`src/rtl/ps2kbd_pkg.sv`:
```
// Shared scan-code constants, FSM encoding and event bundle
// for the PS/2 keyboard event sequencer.
package ps2kbd_pkg;

    localparam logic [7:0] PS2_EXT = 8'hE0;
    localparam logic [7:0] PS2_BRK = 8'hF0;
    localparam logic [7:0] LSHIFT  = 8'h12;
    localparam logic [7:0] RSHIFT  = 8'h59;
    localparam logic [7:0] LCTRL   = 8'h14;
    localparam logic [7:0] CAPS    = 8'h58;

    typedef enum logic [1:0] {
        FETCH  = 2'd0,
        DECODE = 2'd1,
        EMIT   = 2'd2
    } state_e;

    function automatic logic is_prefix(input logic [7:0] b);
        return (b == PS2_EXT) || (b == PS2_BRK);
    endfunction

endpackage

```
`src/rtl/ps2kbd_event_sequencer_if.sv`:
```
// FIFO pop handshake plus downstream key-event handshake
// and modifier/counter status of the sequencer.
interface ps2kbd_event_sequencer_if #(
    parameter int CNT_W = 8
);
    logic [7:0]       fifo_data;
    logic             fifo_ready;
    logic             fifo_nextdata_n;
    logic             evt_valid;
    logic             evt_ready;
    logic [7:0]       evt_code;
    logic             evt_ext;
    logic             evt_break;
    logic             evt_repeat;
    logic             shift;
    logic             ctrl;
    logic             caps;
    logic [CNT_W-1:0] key_count;

    modport master (
        input  fifo_data, fifo_ready, evt_ready,
        output fifo_nextdata_n, evt_valid, evt_code, evt_ext,
        output evt_break, evt_repeat, shift, ctrl, caps, key_count
    );

    modport slave (
        output fifo_data, fifo_ready, evt_ready,
        input  fifo_nextdata_n, evt_valid, evt_code, evt_ext,
        input  evt_break, evt_repeat, shift, ctrl, caps, key_count
    );
endinterface

```
`src/rtl/ps2kbd_mod_tracker.sv`:
```
// Shift/ctrl/caps-lock state, updated once per decoded
// non-prefix byte; typematic repeats leave it untouched.
module ps2kbd_mod_tracker
    import ps2kbd_pkg::*;
(
    input  logic       clk,
    input  logic       clrn,
    input  logic       stb_i,
    input  logic [7:0] code_i,
    input  logic       ext_i,
    input  logic       brk_i,
    input  logic       rpt_i,
    output logic       shift_o,
    output logic       ctrl_o,
    output logic       caps_o
);

    logic lsh_q, rsh_q, lctl_q, rctl_q, caps_q;

    always_ff @(posedge clk or negedge clrn) begin
        if (!clrn) begin
            lsh_q  <= 1'b0;
            rsh_q  <= 1'b0;
            lctl_q <= 1'b0;
            rctl_q <= 1'b0;
            caps_q <= 1'b0;
        end else if (stb_i && !rpt_i) begin
            if (!ext_i && code_i == LSHIFT) lsh_q <= !brk_i;
            if (!ext_i && code_i == RSHIFT) rsh_q <= !brk_i;
            // E0 14 is the right-hand ctrl key
            if (code_i == LCTRL) begin
                if (ext_i) rctl_q <= !brk_i;
                else       lctl_q <= !brk_i;
            end
            if (code_i == CAPS && !brk_i) caps_q <= !caps_q;
        end
    end

    assign shift_o = lsh_q | rsh_q;
    assign ctrl_o  = lctl_q | rctl_q;
    assign caps_o  = caps_q;

endmodule

```
`src/rtl/ps2kbd_event_sequencer.sv`:
```
// Pops PS/2 FIFO bytes, folds E0/F0 prefixes into one key
// event per key action and hands it on with valid/ready.
module ps2kbd_event_sequencer
    import ps2kbd_pkg::*;
#(
    parameter int CNT_W           = 8,
    parameter bit SUPPRESS_REPEAT = 1'b1
) (
    input logic                       clk,
    input logic                       clrn,
    ps2kbd_event_sequencer_if.master  bus
);

    state_e           state_q;
    logic [7:0]       byte_q;
    logic             ext_q, brk_q;
    logic [7:0]       held_q;
    logic             held_ext_q, held_v_q;
    logic             nd_q, vld_q;
    logic [7:0]       code_q;
    logic             e_ext_q, e_brk_q, e_rpt_q;
    logic [CNT_W-1:0] cnt_q;

    logic held_hit, rpt_w, key_stb;

    assign held_hit = held_v_q && (held_q == byte_q) && (held_ext_q == ext_q);
    assign rpt_w    = !brk_q && held_hit;
    assign key_stb  = (state_q == DECODE) && !is_prefix(byte_q);

    always_ff @(posedge clk or negedge clrn) begin
        if (!clrn) begin
            state_q    <= FETCH;
            byte_q     <= 8'h00;
            ext_q      <= 1'b0;
            brk_q      <= 1'b0;
            held_q     <= 8'h00;
            held_ext_q <= 1'b0;
            held_v_q   <= 1'b0;
            nd_q       <= 1'b1;
            vld_q      <= 1'b0;
            code_q     <= 8'h00;
            e_ext_q    <= 1'b0;
            e_brk_q    <= 1'b0;
            e_rpt_q    <= 1'b0;
            cnt_q      <= '0;
        end else begin
            unique case (state_q)
                FETCH: begin
                    if (bus.fifo_ready) begin
                        byte_q  <= bus.fifo_data;
                        nd_q    <= 1'b0;
                        state_q <= DECODE;
                    end
                end
                DECODE: begin
                    nd_q    <= 1'b1;
                    state_q <= FETCH;
                    if (byte_q == PS2_EXT) begin
                        ext_q <= 1'b1;
                    end else if (byte_q == PS2_BRK) begin
                        brk_q <= 1'b1;
                    end else begin
                        ext_q <= 1'b0;
                        brk_q <= 1'b0;
                        if (!brk_q && !rpt_w) begin
                            held_q     <= byte_q;
                            held_ext_q <= ext_q;
                            held_v_q   <= 1'b1;
                        end else if (brk_q && held_hit) begin
                            held_v_q <= 1'b0;
                        end
                        // A suppressed repeat produces no event at all
                        if (!(rpt_w && SUPPRESS_REPEAT)) begin
                            vld_q   <= 1'b1;
                            code_q  <= byte_q;
                            e_ext_q <= ext_q;
                            e_brk_q <= brk_q;
                            e_rpt_q <= rpt_w;
                            state_q <= EMIT;
                            if (!brk_q && !rpt_w && cnt_q != '1)
                                cnt_q <= cnt_q + CNT_W'(1);
                        end
                    end
                end
                EMIT: begin
                    if (bus.evt_ready) begin
                        vld_q   <= 1'b0;
                        state_q <= FETCH;
                    end
                end
                default: state_q <= FETCH;
            endcase
        end
    end

    ps2kbd_mod_tracker u_mods (
        .clk     (clk),
        .clrn    (clrn),
        .stb_i   (key_stb),
        .code_i  (byte_q),
        .ext_i   (ext_q),
        .brk_i   (brk_q),
        .rpt_i   (rpt_w),
        .shift_o (bus.shift),
        .ctrl_o  (bus.ctrl),
        .caps_o  (bus.caps)
    );

    assign bus.fifo_nextdata_n = nd_q;
    assign bus.evt_valid       = vld_q;
    assign bus.evt_code        = code_q;
    assign bus.evt_ext         = e_ext_q;
    assign bus.evt_break       = e_brk_q;
    assign bus.evt_repeat      = e_rpt_q;
    assign bus.key_count       = cnt_q;

endmodule
```
`src/flat_wrapper.sv`:
```
// flat-port wrapper written by rule: the top's interface ports become plain ports
module ps2kbd_event_sequencer_flat import ps2kbd_pkg::*;
#(
    parameter int CNT_W           = 8,
    parameter bit SUPPRESS_REPEAT = 1'b1
)
  (clk, clrn, bus_fifo_data, bus_fifo_ready, bus_evt_ready, bus_fifo_nextdata_n, bus_evt_valid, bus_evt_code, bus_evt_ext, bus_evt_break, bus_evt_repeat, bus_shift, bus_ctrl, bus_caps, bus_key_count);
  ps2kbd_event_sequencer_if #(.CNT_W(CNT_W)) bus_i ();
  input logic clk;
  input logic clrn;
  input wire logic [$bits(bus_i.fifo_data)-1:0] bus_fifo_data;
  input wire logic [$bits(bus_i.fifo_ready)-1:0] bus_fifo_ready;
  input wire logic [$bits(bus_i.evt_ready)-1:0] bus_evt_ready;
  output wire logic [$bits(bus_i.fifo_nextdata_n)-1:0] bus_fifo_nextdata_n;
  output wire logic [$bits(bus_i.evt_valid)-1:0] bus_evt_valid;
  output wire logic [$bits(bus_i.evt_code)-1:0] bus_evt_code;
  output wire logic [$bits(bus_i.evt_ext)-1:0] bus_evt_ext;
  output wire logic [$bits(bus_i.evt_break)-1:0] bus_evt_break;
  output wire logic [$bits(bus_i.evt_repeat)-1:0] bus_evt_repeat;
  output wire logic [$bits(bus_i.shift)-1:0] bus_shift;
  output wire logic [$bits(bus_i.ctrl)-1:0] bus_ctrl;
  output wire logic [$bits(bus_i.caps)-1:0] bus_caps;
  output wire logic [$bits(bus_i.key_count)-1:0] bus_key_count;
  assign bus_i.fifo_data = bus_fifo_data;
  assign bus_i.fifo_ready = bus_fifo_ready;
  assign bus_i.evt_ready = bus_evt_ready;
  assign bus_fifo_nextdata_n = bus_i.fifo_nextdata_n;
  assign bus_evt_valid = bus_i.evt_valid;
  assign bus_evt_code = bus_i.evt_code;
  assign bus_evt_ext = bus_i.evt_ext;
  assign bus_evt_break = bus_i.evt_break;
  assign bus_evt_repeat = bus_i.evt_repeat;
  assign bus_shift = bus_i.shift;
  assign bus_ctrl = bus_i.ctrl;
  assign bus_caps = bus_i.caps;
  assign bus_key_count = bus_i.key_count;
  ps2kbd_event_sequencer #(.CNT_W(CNT_W), .SUPPRESS_REPEAT(SUPPRESS_REPEAT)) u_core (.clk(clk), .clrn(clrn), .bus(bus_i));
endmodule
```
`config.mk`:
```
export PLATFORM = sky130hd
export DESIGN_NAME = ps2kbd_event_sequencer_flat
export DESIGN_NICKNAME = d
export VERILOG_FILES = /design/src/rtl/ps2kbd_pkg.sv /design/src/rtl/ps2kbd_event_sequencer_if.sv /design/src/rtl/ps2kbd_mod_tracker.sv /design/src/rtl/ps2kbd_event_sequencer.sv /design/src/flat_wrapper.sv
export SDC_FILE = /design/constraint.sdc
export NUM_CORES = 1
export LEC_CHECK = 0
export BUFFER_PORTS_ARGS = -buffer_cell sky130_fd_sc_hd__buf_2
export CAP_MARGIN = 10
export CORE_UTILIZATION = 35
export DETAILED_ROUTE_END_ITERATION = 6
export PLACE_DENSITY = 0.53
export SETUP_SLACK_MARGIN = 0.3
export SLEW_MARGIN = 20
export SYNTH_ARGS = -nofsm -noshare
export SYNTH_HDL_FRONTEND = slang
export SYNTH_SLANG_ARGS = --single-unit
```
`constraint.sdc`:
```
create_clock -name clk -period 2.8 [get_ports clk]
set_input_delay 0.28 -clock clk [delete_from_list [all_inputs] [get_ports clk]]
set_output_delay 0.28 -clock clk [all_outputs]
set_load 0.005 [all_outputs]
```
After elaboration in Yosys (flattened, before gate mapping)
Cells that the tools add are included.
- flip-flop bits (word level): 47
- word-level logic and storage cells: 96
- output and inout port bits: 24
- add/sub/neg operators: 1
- eq/ne operators: 17
- multiplexer cells: 18
- reductions and logical operators: 36
- bitwise logic cells: 6
- operators with widths (cell ; count):
    8-bit by 5-bit equality test with 1-bit output (second input constant) ; 2
    8-bit by 7-bit equality test with 1-bit output (second input constant) ; 2
    8-bit equality test (second input constant) ; 2
    2-bit AND reduction ; 8
    4-bit AND reduction ; 3
    1-bit logical AND ; 11
    1-bit 2-to-1 mux ; 10
    2-bit 2-to-1 mux ; 5
    2-bit inequality test (second input constant) ; 5
    5-bit AND reduction ; 2
    8-bit by 1-bit adder with 8-bit output (second input constant) ; 1
    8-bit equality test ; 1
    8-bit inequality test (second input constant) ; 1
    2-bit case mux with 3 select lines ; 1
    3-bit AND reduction ; 2
    2-bit nonzero test ; 3
    1-bit zero test ; 5
    1-bit NOT ; 4
    1-bit case mux with 2 select lines ; 2
    2-bit by 1-bit equality test with 1-bit output (second input constant) ; 1
    2-bit equality test (second input constant) ; 1
    2-bit zero test ; 1
    2-bit by 1-bit inequality test with 1-bit output (second input constant) ; 1
    1-bit bitwise OR ; 2
    2 further kinds ; 2

Depth between registers and ports, before layout
Gate-level depths: netlist (run 1).
- depth after elaboration: 8
- mapped depth: 11
- gate-level depth less buffers: 9

Modules after synthesis
Synthesis (run 1) repeated with hierarchy kept, for this count alone.
- cells, all modules: 169
- area, all modules: 2192.1 µm²
- by module, submodules not included (module ; instances ; area an instance (µm²) ; cells each ; seq. area each (µm²)):
    ps2kbd_event_sequencer ; 1 ; 1893.1 ; 140 ; 1052.3
    ps2kbd_mod_tracker ; 1 ; 299.0 ; 29 ; 125.1

Worst setup path after synthesis (run 1)
No wires, ideal clock.
- kind: flip-flop to flip-flop
- start point: register u_core.ext_q
- end point: register u_core.u_mods.rctl_q
- data arrival time: 2.278 ns
- setup time: 0.125 ns
- data required time: 2.675 ns
- path buffers: 2
- path slack: 0.397 ns
- clock period less this slack: 2.403 ns
- stages on the path, launching flop included: 11
- cells stage by stage: dfrtp_1 -> clkbuf_1 -> xor2_1 -> nor4_1 -> nand4_1 -> inv_1 -> ha_1 -> a211o_1 -> buf_2 -> or4_4 -> mux2_4
- cells in the longest elaborated chain, start to end: 6
- ends and longest elaborated chain (what ; line ; source):
    start, declared ; ps2kbd_event_sequencer.sv:16 ; logic ext_q, brk_q;
    start signal, assigned ; ps2kbd_event_sequencer.sv:34 ; ext_q <= 1'b0;
    start signal, assigned ; ps2kbd_event_sequencer.sv:59 ; ext_q <= 1'b1;
    start signal, assigned ; ps2kbd_event_sequencer.sv:63 ; ext_q <= 1'b0;
    1-bit equality test ; ps2kbd_event_sequencer.sv:26 ; assign held_hit = held_v_q && (held_q == byte_q) && (held_ext_q == ext_q);
    1-bit logical AND ; ps2kbd_event_sequencer.sv:26 ;
    1-bit logical AND ; ps2kbd_event_sequencer.sv:27 ; assign rpt_w = !brk_q && held_hit;
    1-bit zero test ; ps2kbd_mod_tracker.sv:27 ; end else if (stb_i && !rpt_i) begin
    1-bit logical AND ; ps2kbd_mod_tracker.sv:27 ;
    3-bit AND reduction (no line) (*) ; -- ;
    end signal, assigned ; ps2kbd_mod_tracker.sv:32 ; if (ext_i) rctl_q <= !brk_i;
    end, declared ; ps2kbd_mod_tracker.sv:18 ; logic lsh_q, rsh_q, lctl_q, rctl_q, caps_q;
Mark *: on every way between the ends. The rest lies on a longest branch, timed or not.
A chain may end at the register's enable or synchronous reset.

Worst setup path in the final report (run 1)
- start point: register u_core.byte_q[3]
- end point: register u_core.u_mods.rctl_q
- cells in the longest elaborated chain, start to end: 7
- ends and longest elaborated chain (what ; line ; source):
    start, declared ; ps2kbd_event_sequencer.sv:15 ; logic [7:0] byte_q;
    start signal, assigned ; ps2kbd_event_sequencer.sv:50 ; byte_q <= bus.fifo_data;
    8-bit equality test ; ps2kbd_event_sequencer.sv:26 ;
    1-bit logical AND (2 in series) ; ps2kbd_event_sequencer.sv:26 ;
    1-bit logical AND ; ps2kbd_event_sequencer.sv:27 ;
    1-bit zero test ; ps2kbd_mod_tracker.sv:27 ;
    1-bit logical AND ; ps2kbd_mod_tracker.sv:27 ;
    3-bit AND reduction (no line) (*) ; -- ;
Marks and branches as above.

==> results of run 1 <==
==> layout by cell type, fill, tap and decap left out, drive strengths merged, types with 2 or more instances in the layout <==
master  netlist  layout
nor4          4       4
ha            3       3
or2           2       2
nand2b        2       2
nor2          6       6
xor2          9       9
nand4         6       6
nor2b         2       2
mux2         27      27
nor3          2       2
dfrtp        46      46
inv           5       5
clkbuf        3       8
nor3b         4       4
xnor2         7       7
nand3         5       5
buf           3      45
o21ai         3       3
nand2        21      21
a21oi         2       2
and3          4       4
==> repair_timing <==
item / in CTS / in global routing
hold buffers: 0 / 0
setup endpoints to repair: 5 / 5
gates resized for setup: 1 / 4
==> final cells by class <==
cell class	instances	share of cell area, %
repair buffers	45	9.980
well taps	72	3.523
clock buffers	8	3.914
inverters	5	0.7339
flip-flops and latches	47	46.09
multi-input cells	119	35.76
==> state kept, by name, summed over array words and instances, names as in the netlist, 2 cells and up <==
register              count
u_core.held_q             8
u_core.bus.key_count      8
u_core.state_q            2
u_core.bus.evt_code       8
u_core.byte_q             8
==> cells by family (layout without fill, tap and decap cells) <==
kind of cell / after synthesis / in the layout / share of synthesized area, %
flip-flops: 47 / 47 / 55.61
other: 1 / 1 / 0.1771
adder cells (fa/ha/maj): 3 / 3 / 1.773
AND/OR/NAND/NOR: 61 / 61 / 15.48
XOR/XNOR: 16 / 16 / 6.620
buffers and inverters: 11 / 58 / 2.305
AO/OA/AOI/OAI: 11 / 11 / 3.487
multiplexers: 27 / 27 / 14.54
==> worst paths after layout <==
kind | from | end | slack (ns) | depth (start not counted)
min in group clk | bus_evt_ready | u_core.state_q[1] | 0.17 | 2
hold / removal | clrn | u_core.bus.evt_ext | -0.03 | 1
hold reg to reg | u_core.bus.fifo_nextdata_n | u_core.bus.fifo_nextdata_n | 0.46 | 2
setup / recovery | u_core.byte_q[3] | u_core.u_mods.rctl_q | 0.43 | 8
max in group asynchronous | clrn | u_core.byte_q[3] | 2.40 | 1
setup reg to reg | u_core.byte_q[3] | u_core.u_mods.rctl_q | 0.43 | 8
==> metrics by stage <==
| stage | worst slack [ns] | utilization, % | std cells | hold WS, ns | total power [mW] |
|---|---|---|---|---|---|
| after detailed placement | 0.1625 | 42.81 | 288 | 0.4531 | 2.296 |
| after floorplan | 0.3965 | - | 177 | -0.01559 | 1.853 |
| after global routing | 0.2990 | 45.06 | 296 | 0.01994 | 2.968 |
| final | 0.4274 | 45.06 | 296 | -0.02745 | 2.734 |
| after CTS | 0.3294 | 44.66 | 296 | 0.1546 | 2.751 |
| after global placement | 0.2835 | 42.81 | 288 | 0.4469 | 2.287 |
==> layer usage <==
layer  wire, um  global-route usage, %  vias to the layer above
li1           -                      -                      704
met1       2105                  21.34                      695
met2       1874                  22.65                       30
met3        132                  3.086                        7
met4         91                  8.036                        0
met5          0                      0                        -
==> report_power, final <==
part | total, mW | leakage [nW] | switching, mW | internal (mW)
sequential | 1.18 | 0.578 | 0.203 | 0.977
combinational | 1.11 | 0.596 | 0.528 | 0.579
clock | 0.446 | 0.0515 | 0.221 | 0.226
==> results.json, run 1 <==
{
  "status": "finished with violations",
  "violations": "hold timing",
  "synth_common_cells": "dfrtp_1, mux2_2, nand2_1",
  "synth_ff_type": "dfrtp_1",
  "synth-edff-count": 0,
  "yosysWarnings": 0,
  "start_util_pct": 37.30,
  "seq_area_frac_synth_pct": 55.61,
  "drt_iter0_drc": 80,
  "grt_max_degree": 48,
  "area_growth_pct": 20.80,
  "cp_num_buf_inv": 1,
  "worstSetupPathType": "flip-flop to flip-flop",
  "cpPeakStageDelay_ns": 0.53,
  "clockBufferDepth": 2,
  "worstPathArrival_ns": 2.56,
  "fp.dieW_um": 79.78,
  "crit_family": "simple AND/OR/NAND/NOR gates",
  "netlist_top_cells_area": "dfrtp_1, mux2_2, nand2_1",
  "fin_area_um2": 2557,
  "fillers": 548,
  "crit_chain": "xor2_1 -> nor4_1 -> nand4_1 -> inv_1 -> ha_1 -> a211o_1 -> or4_4 -> mux2_4",
  "cts_tree": "built",
  "place_area_um2": 2430,
  "hold_viol": 46,
  "wl_per_cell_um": 14.20,
  "drive_above_1_share_pct": 39.73,
  "cp_max_fo": 7,
  "die_area_um2": 6364,
  "period_needed_ns": 2.373,
  "ant_nets": 0,
  "ys_types": 35,
  "slew_viol_final": 0,
  "max_freq_mhz": 421.5,
  "vias": 1436,
  "synth.most_common_cell": "dfrtp_1",
  "post-cts-setup-buffer-count": 0,
  "syn_area_um2": 2117,
  "critPathCaptureType": "flip-flop",
  "grt_pass1_wl_mm": 7.300,
  "root_buffer": "clkbuf_8",
  "dr.pass1.iters": 4,
  "place_hpwl_mm": 3.027,
  "ff_latch_area_um2": 1179,
  "timing.final.crit_share_pct": 84.74,
  "syn-num-nets": 192,
  "synthCells": 177,
  "holdWs_ns": -0.02745,
  "viasPerCell": 4.851,
  "hold_class": "primary input to async pin",
  "drc": 0,
  "finalWirelength_mm": 4.202,
  "synth_top_area_share_pct": 54.37,
  "fin_setup_tns_ns": 0,
  "drv_cap": 0,
  "antenna_cells": 0,
  "cts-htree-levels": 2,
  "path_clk_slew_ns": 0.08,
  "finalSetupViolCount": 0,
  "gp_congestion": 0.7446,
  "coreArea_um2": 5675,
  "grt_setup_unrepaired": "false",
  "dieHeight_um": 79.78,
  "grt_overflow": 0,
  "antenna_found_initial": 0,
  "grt_pass1_vias": 1431,
  "multi_input_area_um2": 914.6,
  "clock_latency_ns": 0.30,
  "ys_ff_latch": 47,
  "critPathSlowestCell": "or4_4",
  "rows": 27,
  "track_usage_pct": 15.42,
  "ioPinCount": 36,
  "synthArstFlopShare_pct": 100.0,
  "p_leak_nw": 1.225,
  "numCtsBuffers": 5,
  "port_buffers": 34,
  "clock-sinks": 47,
  "worst_ep_required_time_ns": 2.99,
  "pwr_density_cell_nw_per_um2": 1069,
  "relSlewSlack_pct": 61.10,
  "fin_nets": 238,
  "fin_skew_ns": 0.001760,
  "ir_drop_mv": 0.3842,
  "worst_slew_pin_slew_ns": 0.5835,
  "cp-start-kind": "flip-flop",
  "yosysTopAreaCell": "dfrtp_1",
  "syn_area_per_cell_um2": 11.96
}
Power figures use the tool's default switching activity.
==> inputs of run 2 (changes only) <==
- ABC_AREA: not set -> 1
- clock period: 2.8 -> 2.47 ns (I/O delays scaled with it)
==> run 2 against run 1 <==
Net effect:
- the flow now finishes without violations
- fmax up 22%
- critical endpoint is now u_core.bus.key_count[4]
- via count grew 24%
- sequential power up 11%
- critical path depth rose by 5
==> results.json, run 2 <==
{
  "synth_ff_type": "dfrtp_1",
  "numCtsBuffers": 5,
  "fin_nets": 321,
  "synthCells": 265,
  "pre_cts_ws_ns": 0.3613,
  "worst_ep_required_time_ns": 2.67,
  "drv_cap": 0,
  "period_needed_ns": 1.945,
  "finalWirelength_mm": 4.779,
  "holdWs_ns": 0.01641,
  "die_area_um2": 6936,
  "antenna_found_initial": 0,
  "gp_congestion": 0.7810,
  "start_util_pct": 36.41,
  "layout_common_cells": "nand2_1, dfrtp_1, buf_2",
  "track_usage_pct": 14.96,
  "slew_viol_final": 0,
  "synth.most_common_cell": "nand2_1",
  "hold_class": "primary input to async pin",
  "pwr_density_cell_nw_per_um2": 1162,
  "synth_top_area_share_pct": 49.78,
  "fp.dieW_um": 83.28,
  "fin_area_um2": 2696,
  "rows": 29,
  "synth-edff-count": 0,
  "cp_max_fo": 7,
  "clock-sinks": 47,
  "hold_viol": 0,
  "place_area_um2": 2537,
  "fin_setup_tns_ns": 0,
  "area_growth_pct": 16.61,
  "drive_above_1_share_pct": 27.36,
  "relSlewSlack_pct": 60.00,
  "worstSetupPathType": "flip-flop to flip-flop",
  "cp-start-kind": "flip-flop",
  "p_leak_nw": 1.348,
  "post-route-util_pct": 42.46,
  "timing.final.crit_share_pct": 78.76,
  "antenna_cells": 0,
  "cts_tree": "built",
  "clock_latency_ns": 0.31,
  "cpMostUsedCell": "nand2_1",
  "drc": 0,
  "ir_drop_mv": 0.5407,
  "place_hpwl_mm": 3.331,
  "clockBufferDepth": 2,
  "grt_pass1_vias": 1734,
  "finalSetupViolCount": 0,
  "path_clk_slew_ns": 0.09,
  "synthArstFlopShare_pct": 100.0,
  "ioPinCount": 36,
  "coreArea_um2": 6350,
  "grt_setup_unrepaired": "false",
  "crit_chain": "inv_2 -> a22o_1 -> nor2_1 -> nand3_1 -> nor2_1 -> inv_1 -> ha_1 -> nand2_1 -> inv_1 -> nand2_4 -> clkinvlp_4 -> nand2_1 -> nand2_1",
  "wl_per_cell_um": 12.45,
  "cpPeakStageDelay_ns": 0.38,
  "final.setup.worst_slack_ns": 0.5247,
  "seq_area_frac_synth_pct": 50.92,
  "place_inst": 371,
  "syn_area_per_cell_um2": 8.725,
  "fin_skew_ns": 0.01268,
  "critPathSlowestCell": "dfrtp_1",
  "yosysTopAreaCell": "dfrtp_1",
  "grt_overflow": 0,
  "dr.pass1.iters": 4,
  "root_buffer": "clkbuf_8",
  "grt_pass1_wl_mm": 8.204,
  "dieHeight_um": 83.28,
  "worstPathArrival_ns": 2.14,
  "synth_common_cells": "nand2_1, dfrtp_1, inv_1, nor2_1",
  "viasPerCell": 4.628,
  "syn_area_um2": 2312,
  "max_freq_mhz": 514.1,
  "cts_hold_buf": 0,
  "drt_iter0_drc": 113,
  "syn-num-nets": 280,
  "cts-htree-levels": 2,
  "ant_nets": 0,
  "vias": 1777,
  "ys_ff_latch": 47,
  "grt_max_degree": 48,
  "port_buffers": 34,
  "critPathCaptureType": "flip-flop",
  "ys_types": 31,
  "worst_slew_pin_slew_ns": 0.6001,
  "final_common_cell": "nand2_1",
  "status": "finished clean",
  "instances_no_fill": 384,
  "netlist_top_cells_area": "dfrtp_1, nand2_1, o21ai_2",
  "yosysWarnings": 0,
  "power_mw": 3.134
}
## run 2: report_power, final
part,internal [mW],switching (mW),total (mW)
sequential,1.07,0.242,1.31
combinational,0.488,0.763,1.25
clock,0.302,0.268,0.570
total,1.86,1.27,3.13
## run 2: final timing paths
| path | start | endpoint | slack, ns | depth (start not counted) |
|---|---|---|---|---|
| worst max-delay path | u_core.byte_q[4] | u_core.bus.key_count[4] | 0.52 | 13 |
| worst min register to register | u_core.bus.fifo_nextdata_n | u_core.bus.fifo_nextdata_n | 0.46 | 2 |
| min in group clk | bus_evt_ready | u_core.bus.evt_valid | 0.11 | 2 |
| worst min-delay path | clrn | u_core.bus.evt_code[3] | 0.02 | 2 |
| max in group asynchronous | clrn | u_core.byte_q[2] | 2.03 | 2 |
| worst max register to register | u_core.byte_q[4] | u_core.bus.key_count[4] | 0.52 | 13 |
## run 2: area by class of cell
type | instances | area, um2
flip-flops and latches | 47 | 1177
inverters | 25 | 97.59
multi-input cells | 187 | 997.2
well taps | 77 | 96.34
clock buffers | 5 | 68.82
repair buffers | 40 | 215.2
clock inverters | 3 | 43.79
fillers | 654 | 3654
## run 2: cell families (layout without fill, tap and decap cells)
family / count (synthesis) / in the layout / share of synthesized area, %
xor+xnor: 10 / 10 / 3.788
buf+inv: 31 / 73 / 6.169
fa+ha+maj: 3 / 3 / 1.624
other cells: 1 / 1 / 0.1622
compound gates: 42 / 42 / 11.42
flops: 47 / 47 / 50.92
simple gates: 131 / 131 / 25.92
## run 2: metal layers
layer	vias up	GRT usage (%)	wire [um]
li1	925	-	-
met1	818	20.91	2448
met2	29	22.88	2087
met3	5	3.280	164
met4	0	5.172	78
met5	-	0	0
## run 2: what timing repair did
action	CTS	global route
pin swaps	0	1
setup buffers	1	4
endpoints found under the setup margin	1	16
gates resized for setup	0	4
## run 2: worst max-delay path: cells and delay by family (launching register included)
| family | cells | cell delay (ns) |
|---|---|---|
| DFF | 1 | 0.38 |
| AOI/OAI and AO/OA | 1 | 0.23 |
| buffers and inverters | 4 | 0.35 |
| adders and majority gates | 1 | 0.23 |
| and+or+nand+nor | 7 | 0.65 |
==> inputs of run 3 (changes only) <==
- ABC_AREA: 1 -> 0
- PLACE_DENSITY: 0.53 -> 0.55
- clock period: 2.47 -> 1.7 ns (I/O delays scaled with it)
==> run 3 against run 2 <==
Net effect:
- the run now ends with setup timing left
- flip-flop and latch count unchanged
- setup slack got worse by 1.0 ns
- register-to-register slack worse by 1.0 ns
- wire length grew 11%
- sequential power increased by 49%
- non-clock buffer count up 40
- combinational power rose by 140%
- fmax decreased by 11%
- hold slack improved by 0.040 ns
- final cell count decreased by 14%
- largest cell class is now multi-input combinational cells
==> results.json, run 3 (synthesis results as in run 1) <==
{
  "status": "finished with violations",
  "violations": "setup timing",
  "met1_usage_pct": 25.46,
  "drt_iter0_drc": 80,
  "power_mw": 5.978,
  "p_leak_nw": 1.610,
  "wl_per_cell_um": 15.93,
  "grt_pass1_wl_mm": 8.838,
  "finalWirelength_mm": 5.289,
  "place_hpwl_mm": 3.329,
  "cts_tree": "built",
  "pwr_density_cell_nw_per_um2": 1819,
  "numCtsBuffers": 5,
  "clock-sinks": 47,
  "dieHeight_um": 79.78,
  "busiest_layer": "met2",
  "grt_overflow": 0,
  "cts-htree-levels": 2,
  "clock_latency_ns": 0.30,
  "fin_setup_tns_ns": -13.38,
  "final.setup.worst_slack_ns": -0.4956,
  "drv_cap": 0,
  "drc": 0,
  "hold_class": "primary input to flip-flop",
  "cp-start-kind": "flip-flop",
  "max_freq_mhz": 455.5,
  "port_buffers": 34,
  "worstPathArrival_ns": 2.39,
  "ant_nets": 0,
  "gp_congestion": 0.7371,
  "cp_max_fo": 4,
  "pre_cts_ws_ns": -0.5422,
  "die_area_um2": 6364,
  "antenna_cells": 0,
  "ioPinCount": 36,
  "layout_common_cells": "dfrtp_1, buf_2, buf_4",
  "final_common_cell": "dfrtp_1",
  "period_needed_ns": 2.196,
  "vias": 1654,
  "rows": 27,
  "switching_power_mw": 2.062,
  "combinationalPowerShare_pct": 51.2,
  "clkPwrFrac_pct": 16.1,
  "ir_drop_mv": 0.9047,
  "ff_latch_area_um2": 1177,
  "worstSetupPathType": "flip-flop to flip-flop",
  "fin_skew_ns": 0.005892,
  "root_buffer": "clkbuf_8",
  "drive_above_1_share_pct": 56.54,
  "finalSetupViolCount": 35,
  "worst_ep_required_time_ns": 1.90,
  "grt_pass1_vias": 1756,
  "critPathCaptureType": "flip-flop",
  "track_usage_pct": 18.56,
  "fin_nets": 274,
  "viasPerCell": 4.982,
  "netSwitchingFraction_pct": 34.50,
  "met3_usage_pct": 4.229,
  "area_growth_pct": 55.20,
  "coreArea_um2": 5675,
  "fillers": 462,
  "hold_viol": 0,
  "dr.pass1.iters": 4,
  "grt_setup_unrepaired": "true",
  "grt_max_degree": 30,
  "start_util_pct": 37.30,
  "antenna_found_initial": 0,
  "multi_input_area_um2": 1244,
  "timing.final.crit_share_pct": 129.2,
  "grtUsageMet2_pct": 28.72,
  "slew_viol_final": 0,
  "p_int_mw": 3.916,
  "holdWs_ns": 0.05598,
  "seqPwrFrac_pct": 32.7,
  "fp.dieW_um": 79.78,
  "path_clk_slew_ns": 0.09,
  "clockBufferDepth": 2
}
[run 3: changes by cell type in the layout (fill, tap and decap cells not counted), sizes merged, moves of 3 or more]
cell,change
nand2,-67
nor3b,+4
xor2,+5
and3,+4
buf,+39
mux2,+27
nand4,+3
o21ai,-31
clkinv,-3
nand3,-3
nor4,+4
inv,-18
nor2,-18
[run 3: final timing paths]
path	start	to	slack, ns	cells after the start
setup / recovery	u_core.byte_q[7]	u_core.u_mods.rctl_q	-0.50	8
hold / removal	bus_evt_ready	u_core.bus.evt_valid	0.06	2
setup reg to reg	u_core.byte_q[7]	u_core.u_mods.rctl_q	-0.50	8
hold reg to reg	u_core.u_mods.caps_o	u_core.u_mods.caps_o	0.46	1
max in group asynchronous	clrn	u_core.bus.fifo_nextdata_n	0.76	3
min in group asynchronous	clrn	u_core.u_mods.caps_o	0.35	2
[run 3: cell type report]
cell class              count  share of cell area (%)
repair buffers             80                   18.89
multi-input cells         120                   37.85
well taps                  72                   2.742
flip-flops and latches     47                   35.83
clock inverters             2                   1.828
inverters                   5                  0.6474
clock buffers               6                   2.209
[run 3: metal layers]
metal  wire, um  part of all wire (%)
met4         92                   1.7
met1       2494                    47
met2       2515                    48
met5          0                     0
met3        187                   3.5
[run 3: per-stage QoR]
stage	area, um2	util (%)	cells
after floorplan	2173	-	177
after global placement	2626	46.27	308
after detailed placement	2626	46.27	308
after CTS	3188	56.17	330
after global routing	3286	57.89	332
final	3286	57.89	332
[run 3: power by group through the flow]
| stage | Sequential [mW] | Combinational (mW) | Clock, mW |
|---|---|---|---|
| floorplan | 1.98 | 1.19 | 0 |
| global placement | 1.93 | 2.08 | 0 |
| detailed placement | 1.94 | 2.09 | 0 |
| CTS | 1.94 | 2.83 | 0.986 |
| global route | 2.02 | 3.32 | 1.03 |
| finish | 1.95 | 3.06 | 0.963 |
[run 3: timing repair]
item / 4_1_cts / 5_1_grt
gates cloned: 1 / 0
gates resized for setup: 66 / 16
endpoints found under the setup margin: 45 / 45
setup buffers: 12 / 2
hold buffers: 1 / 0
pin swaps: 20 / 7
endpoints found under the hold margin: 18 / 0
[run 3: worst max-delay path, cell delays in order, from the launching register on]
cell and delay [ns]:
dfrtp_1 0.39, xor2_1 0.20, nor4_2 0.08, nand4_1 0.13, inv_1 0.09, ha_4 0.17
a211o_4 0.30, or4_4 0.43, mux2_4 0.30
